### src/rtl/dmem_arb_pkg.sv
// Shared types and defaults for the data-memory arbiter.
package dmem_arb_pkg;
  typedef enum logic {IDLE = 1'b0, CPU_RD = 1'b1} state_t;
  localparam int EXT_WAIT_MAX_DEF = 4;
  localparam int WAIT_CNT_W       = 4;
endpackage

### src/rtl/dmem_arb_wait_cnt.sv
// Saturating refusal counter for the external master; present only with
// DMEM_ARB_STARVE_GUARD_EN defined.
`ifdef DMEM_ARB_STARVE_GUARD_EN
module dmem_arb_wait_cnt
  import dmem_arb_pkg::*;
#(
  parameter int MAX = EXT_WAIT_MAX_DEF
) (
  input  logic clk,
  input  logic rst,
  input  logic inc,
  input  logic clr,
  output logic sat
);
  localparam logic [WAIT_CNT_W-1:0] MAX_C = WAIT_CNT_W'(MAX);

  logic [WAIT_CNT_W-1:0] cnt;

  always_ff @(posedge clk or negedge rst) begin
    if (!rst)                     cnt <= '0;
    else if (clr)                 cnt <= '0;
    else if (inc && cnt != MAX_C) cnt <= cnt + 1'b1;
  end

  assign sat = (cnt == MAX_C);
endmodule
`endif

### src/rtl/dmem_arbiter.sv
// Single-port data-memory arbiter between the CPU MEM stage and an external
// master. Define DMEM_ARB_STARVE_GUARD_EN to enable the external anti-starvation guard.
module dmem_arbiter
  import dmem_arb_pkg::*;
#(
  parameter int EXT_WAIT_MAX = EXT_WAIT_MAX_DEF,
  parameter int ADDR_W       = 32
) (
  input  logic              clk,
  input  logic              rst,
  input  logic              cpu_req,
  input  logic              cpu_we,
  input  logic [ADDR_W-1:0] cpu_addr,
  input  logic [31:0]       cpu_wdata,
  output logic [31:0]       cpu_rdata,
  output logic              cpu_stall,
  input  logic              ext_req,
  input  logic              ext_we,
  input  logic [ADDR_W-1:0] ext_addr,
  input  logic [31:0]       ext_wdata,
  output logic              ext_gnt,
  output logic              ext_rvalid,
  output logic [31:0]       ext_rdata,
  output logic              mem_en,
  output logic              mem_we,
  output logic [ADDR_W-1:0] mem_addr,
  output logic [31:0]       mem_wdata,
  input  logic [31:0]       mem_rdata
);
  if (EXT_WAIT_MAX < 1 || EXT_WAIT_MAX > 15) begin : g_bad_wait_max
    $error("EXT_WAIT_MAX out of range 1..15");
  end

  state_t state;
  logic   cpu_gnt, ext_gnt_i, ext_pri;

`ifdef DMEM_ARB_STARVE_GUARD_EN
  dmem_arb_wait_cnt #(.MAX(EXT_WAIT_MAX)) u_wait_cnt (
    .clk (clk),
    .rst (rst),
    .inc (ext_req && !ext_gnt_i),
    .clr (ext_gnt_i),
    .sat (ext_pri)
  );
`else
  assign ext_pri = 1'b0;
`endif

  // CPU_RD leaves the port free for the external master; in IDLE the CPU
  // wins unless the starved external master has reached its wait limit.
  always_comb begin
    cpu_gnt   = 1'b0;
    ext_gnt_i = 1'b0;
    if (rst) begin
      if (state == CPU_RD)                    ext_gnt_i = ext_req;
      else if (cpu_req && !(ext_req && ext_pri)) cpu_gnt = 1'b1;
      else                                    ext_gnt_i = ext_req;
    end
  end

  always_comb begin
    mem_en    = cpu_gnt | ext_gnt_i;
    mem_we    = 1'b0;
    mem_addr  = '0;
    mem_wdata = '0;
    if (cpu_gnt) begin
      mem_we    = cpu_we;
      mem_addr  = cpu_addr;
      mem_wdata = cpu_wdata;
    end else if (ext_gnt_i) begin
      mem_we    = ext_we;
      mem_addr  = ext_addr;
      mem_wdata = ext_wdata;
    end
  end

  // Only a granted store completes without a hold; loads and refusals stall.
  assign cpu_stall = rst && (state == IDLE) && cpu_req && !(cpu_gnt && cpu_we);
  assign ext_gnt   = ext_gnt_i;
  assign cpu_rdata = (rst && state == CPU_RD) ? mem_rdata : '0;
  assign ext_rdata = (rst && ext_rvalid) ? mem_rdata : '0;

  always_ff @(posedge clk or negedge rst) begin
    if (!rst) begin
      state      <= IDLE;
      ext_rvalid <= 1'b0;
    end else begin
      ext_rvalid <= ext_gnt_i && !ext_we;
      state      <= (state == IDLE && cpu_gnt && !cpu_we) ? CPU_RD : IDLE;
    end
  end
endmodule
### config.mk
export PLATFORM = sky130hd
export DESIGN_NAME = dmem_arbiter
export DESIGN_NICKNAME = d
export VERILOG_FILES = /design/src/rtl/dmem_arb_pkg.sv /design/src/rtl/dmem_arb_wait_cnt.sv /design/src/rtl/dmem_arbiter.sv
export SDC_FILE = /design/constraint.sdc
export NUM_CORES = 1
export LEC_CHECK = 0
export CAP_MARGIN = 20
export CORE_AREA = 2 2 115 117
export CTS_BUF_LIST = sky130_fd_sc_hd__clkbuf_4 sky130_fd_sc_hd__clkbuf_8
export DETAILED_ROUTE_END_ITERATION = 12
export DIE_AREA = 0 0 117 119
export PLACE_DENSITY_LB_ADDON = 0.2
export SETUP_SLACK_MARGIN = 0.02
export SYNTH_ARGS = -nofsm -noshare
export SYNTH_HDL_FRONTEND = slang
export SYNTH_SLANG_ARGS = --single-unit
export TNS_END_PERCENT = 20
### constraint.sdc
create_clock -name clk -period 2.55 [get_ports clk]
set_input_delay 0.255 -clock clk [delete_from_list [all_inputs] [get_ports clk]]
set_output_delay 0.255 -clock clk [all_outputs]
set_load 0.01 [all_outputs]
==> results by group <==
Cells and area
  – Area grow syn2layout: 182%
  – Final instance area: 4960 sq um
  – Final nets: 749
  – Diode count: 0
  – Share of post-route cells with drive strength above 1: 3.27%

Floorplanning
  – Die Height: 119 um
  – Die X: 117 um
  – Core box area: 12900 sq um
  – Initial Util: 13.6%
  – Die area: 13900 sq um
  – # rows: 42
  – Io pins: 299

Power
  – Peak VDD IR: 149 uV
  – Pleak: 2.01 nW
  – Power Dens Cells: 170 nW/um^2

CTS
  – Number of clock buffers inserted by TritonCTS: 3
  – Htree depth: 1
  – Root buf cell: clkbuf_8
  – Clk_lat worst skew: 0.21 ns
  – Clock sink total: 2
  – TritonCTS clock tree: built
  – Register clock-pin slew on the reported worst setup and hold paths: 0.03 ns
  – CTS max path bufs: 2
  – Post-CTS Setup Inserts: 0

Route
  – Via count: 3252
  – Antenna Violating Nets Remaining: 0
  – DR vias/cell: 4.30
  – Post-Route WL: 11000 um
  – Routed WL per cell: 14.5 um
  – Pre-Repair DR Iteration Count: 4
  – # DRC: 0
  – 1st-iter DRT viols: 96

Synth
  – Syn Inst Count: 310
  – Syn Nets: 476
  – Synthesized flop and latch total: 2
  – Most common library cells after synthesis: and3_1, nand2_1, nand3_1
  – Synthesis Warnings: 0
  – Most area-hungry cell type in the Yosys netlist: and3_1
  – Sequential-to-total area share from yosys stat: 2.85%
  – Mean Syn Cell Area: 5.67 sq um
  – Synth top area share: 23.1%
  – Top_reg_cell synth: dfrtp_1
  – Largest cells by area after synthesis: and3_1, a21boi_0, nand3_1
  – Netlist cell types: 15
  – Post-Syn Area: 1760 sq um
  – Post-synth ARST share: 100%
  – Post-synth EDFFs: 0

GRT
  – Grt met1 use: 16.1%
  – GR Overflow Total: 0
  – Tot GR Track Use: 14.1%
  – GRT Max-Usage Layer: met2
  – Largest net degree at the start of global routing: 65
  – First-pass GRT wire length: 16100 um
  – GR Layer Usage met2: 26.7%
  – Initial antenna violation count: 0
  – Vias in the first global route: 3098
  – GRT met3 Usage: 3.26%

STA
  – Max-slew violations: 0
  – Rel. slew slack: 68.5%
  – Final setup viols: 0
  – Fmax: 420 MHz
  – Post-layout min period: 2.38 ns
  – Worst slew pin tran: 0.472 ns
  – RSZ-0062 raised after global routing: false
  – Setup skew after layout: 0.00169 ns
  – Final Hold Viols: 0
  – Ratio of final minimum period to clock period: 93.4%
  – Sum Neg Setup Slack: 0 ns

Worst setup path
  – CP Launch Type: input pin
  – Worst path slowest cell: clkdlybuf4s50_1
  – Setup crit start: cpu_req
  – Buf+Inv Stages, Crit Path: 3
  – Critical path arrival: 2.13 ns
  – Cell chain of the critical path: clkdlybuf4s50_1, nor2b_4, buf_12, nand2_1, a21boi_0, clkdlybuf4s50_1
  – RR Startpoint: state
  – Family with the most delay on the worst path: buffers and inverters
  – Crit path top cell by count: clkdlybuf4s50_1
  – Critical path peak fanout: 50
  – CP Class: input pin to primary output
  – Max incr delay on CP: 0.58 ns
  – Critical Path Sink Type: primary output
  – CP required: 2.30 ns

Hold path
  – Min-Delay Path Class: input pin to asynchronous set/reset pin

Outcome
  – Status: complete, no violations

Place
  – DP HPWL: 8510 um
  – Placer Congestion: 0.818
  – Post-DP Area: 4910 sq um
  – I/O Buffers: 298

Job
  – Max-Cap Viols: 0
layer usage:
layer	part of all wire (%)	vias to the layer above	wire length (um)
li1	-	1630	-
met1	39	1460	4320
met2	51	152	5580
met3	8.7	10	959
met4	1.0	0	111
met5	0	-	0
through the flow:
step                      power [mW]  util, %  setup WS [ns]  hold WS (ns)  instances
after floorplan                0.257        -           1.04       -0.0406        310
after global placement         0.717     38.1          0.160         0.594        754
after detailed placement       0.722     38.1          0.118         0.610        754
after CTS                      0.855     38.5          0.116         0.388        757
after global routing           0.901     38.5         0.0230         0.447        757
final                          0.841     38.5          0.169         0.380        757
layout make-up:
class	instances	area (sq um)
sequential	2	50.0
multi-input combinational	266	1520
fill	1363	7920
clock buffer	3	41.3
timing repair buffer	310	3130
tap	176	220
worst register-to-register path: stages (launching register included):
cell	delay [ns]
dfrtp_1	0.41
nand2b_4	0.24
buf_4	0.20
and3_1	0.19
nor2b_1	0.13
sequential cells by signal, summed over array words and instances (netlist names):
signal	flops
ext_rvalid	1
state	1
where the power goes:
part / switching [mW] / internal [mW]
combinational: 0.252 / 0.432
clock: 0.0238 / 0.0997
sequential: 0.000940 / 0.0331
placed cells by master (no fill, tap or decap), drive strengths merged:
cell,n
clkdlybuf4s50,296
o21a,1
and3,65
buf,14
nor3b,2
dfrtp,2
nor2b,2
a21boi,65
nand2b,1
nand2,65
clkbuf,3
nand3,65
cell families after synthesis:
group | count (synthesis) | share of synthesized area [%]
AND/OR/NAND/NOR | 200 | 57.5
AO/OA/AOI/OAI | 66 | 28.2
buffers and inverters | 42 | 11.5
flip-flops | 2 | 2.85
repair_timing:
item                       in CTS  in global routing
setup endpoints to repair       0                  5
gates resized for setup         0                  1
hold buffers                    0                  0
final timing paths:
path,to,slack [ns],cells after the start
setup / recovery,mem_wdata[3],0.17,6
hold / removal,ext_rvalid,0.38,2
setup reg to reg,ext_rvalid,1.27,4
hold reg to reg,state,0.78,2
max in group asynchronous,state,1.98,2
min in group clk,ext_rvalid,0.61,2
Note: power is estimated with default switching activity, not from simulation.
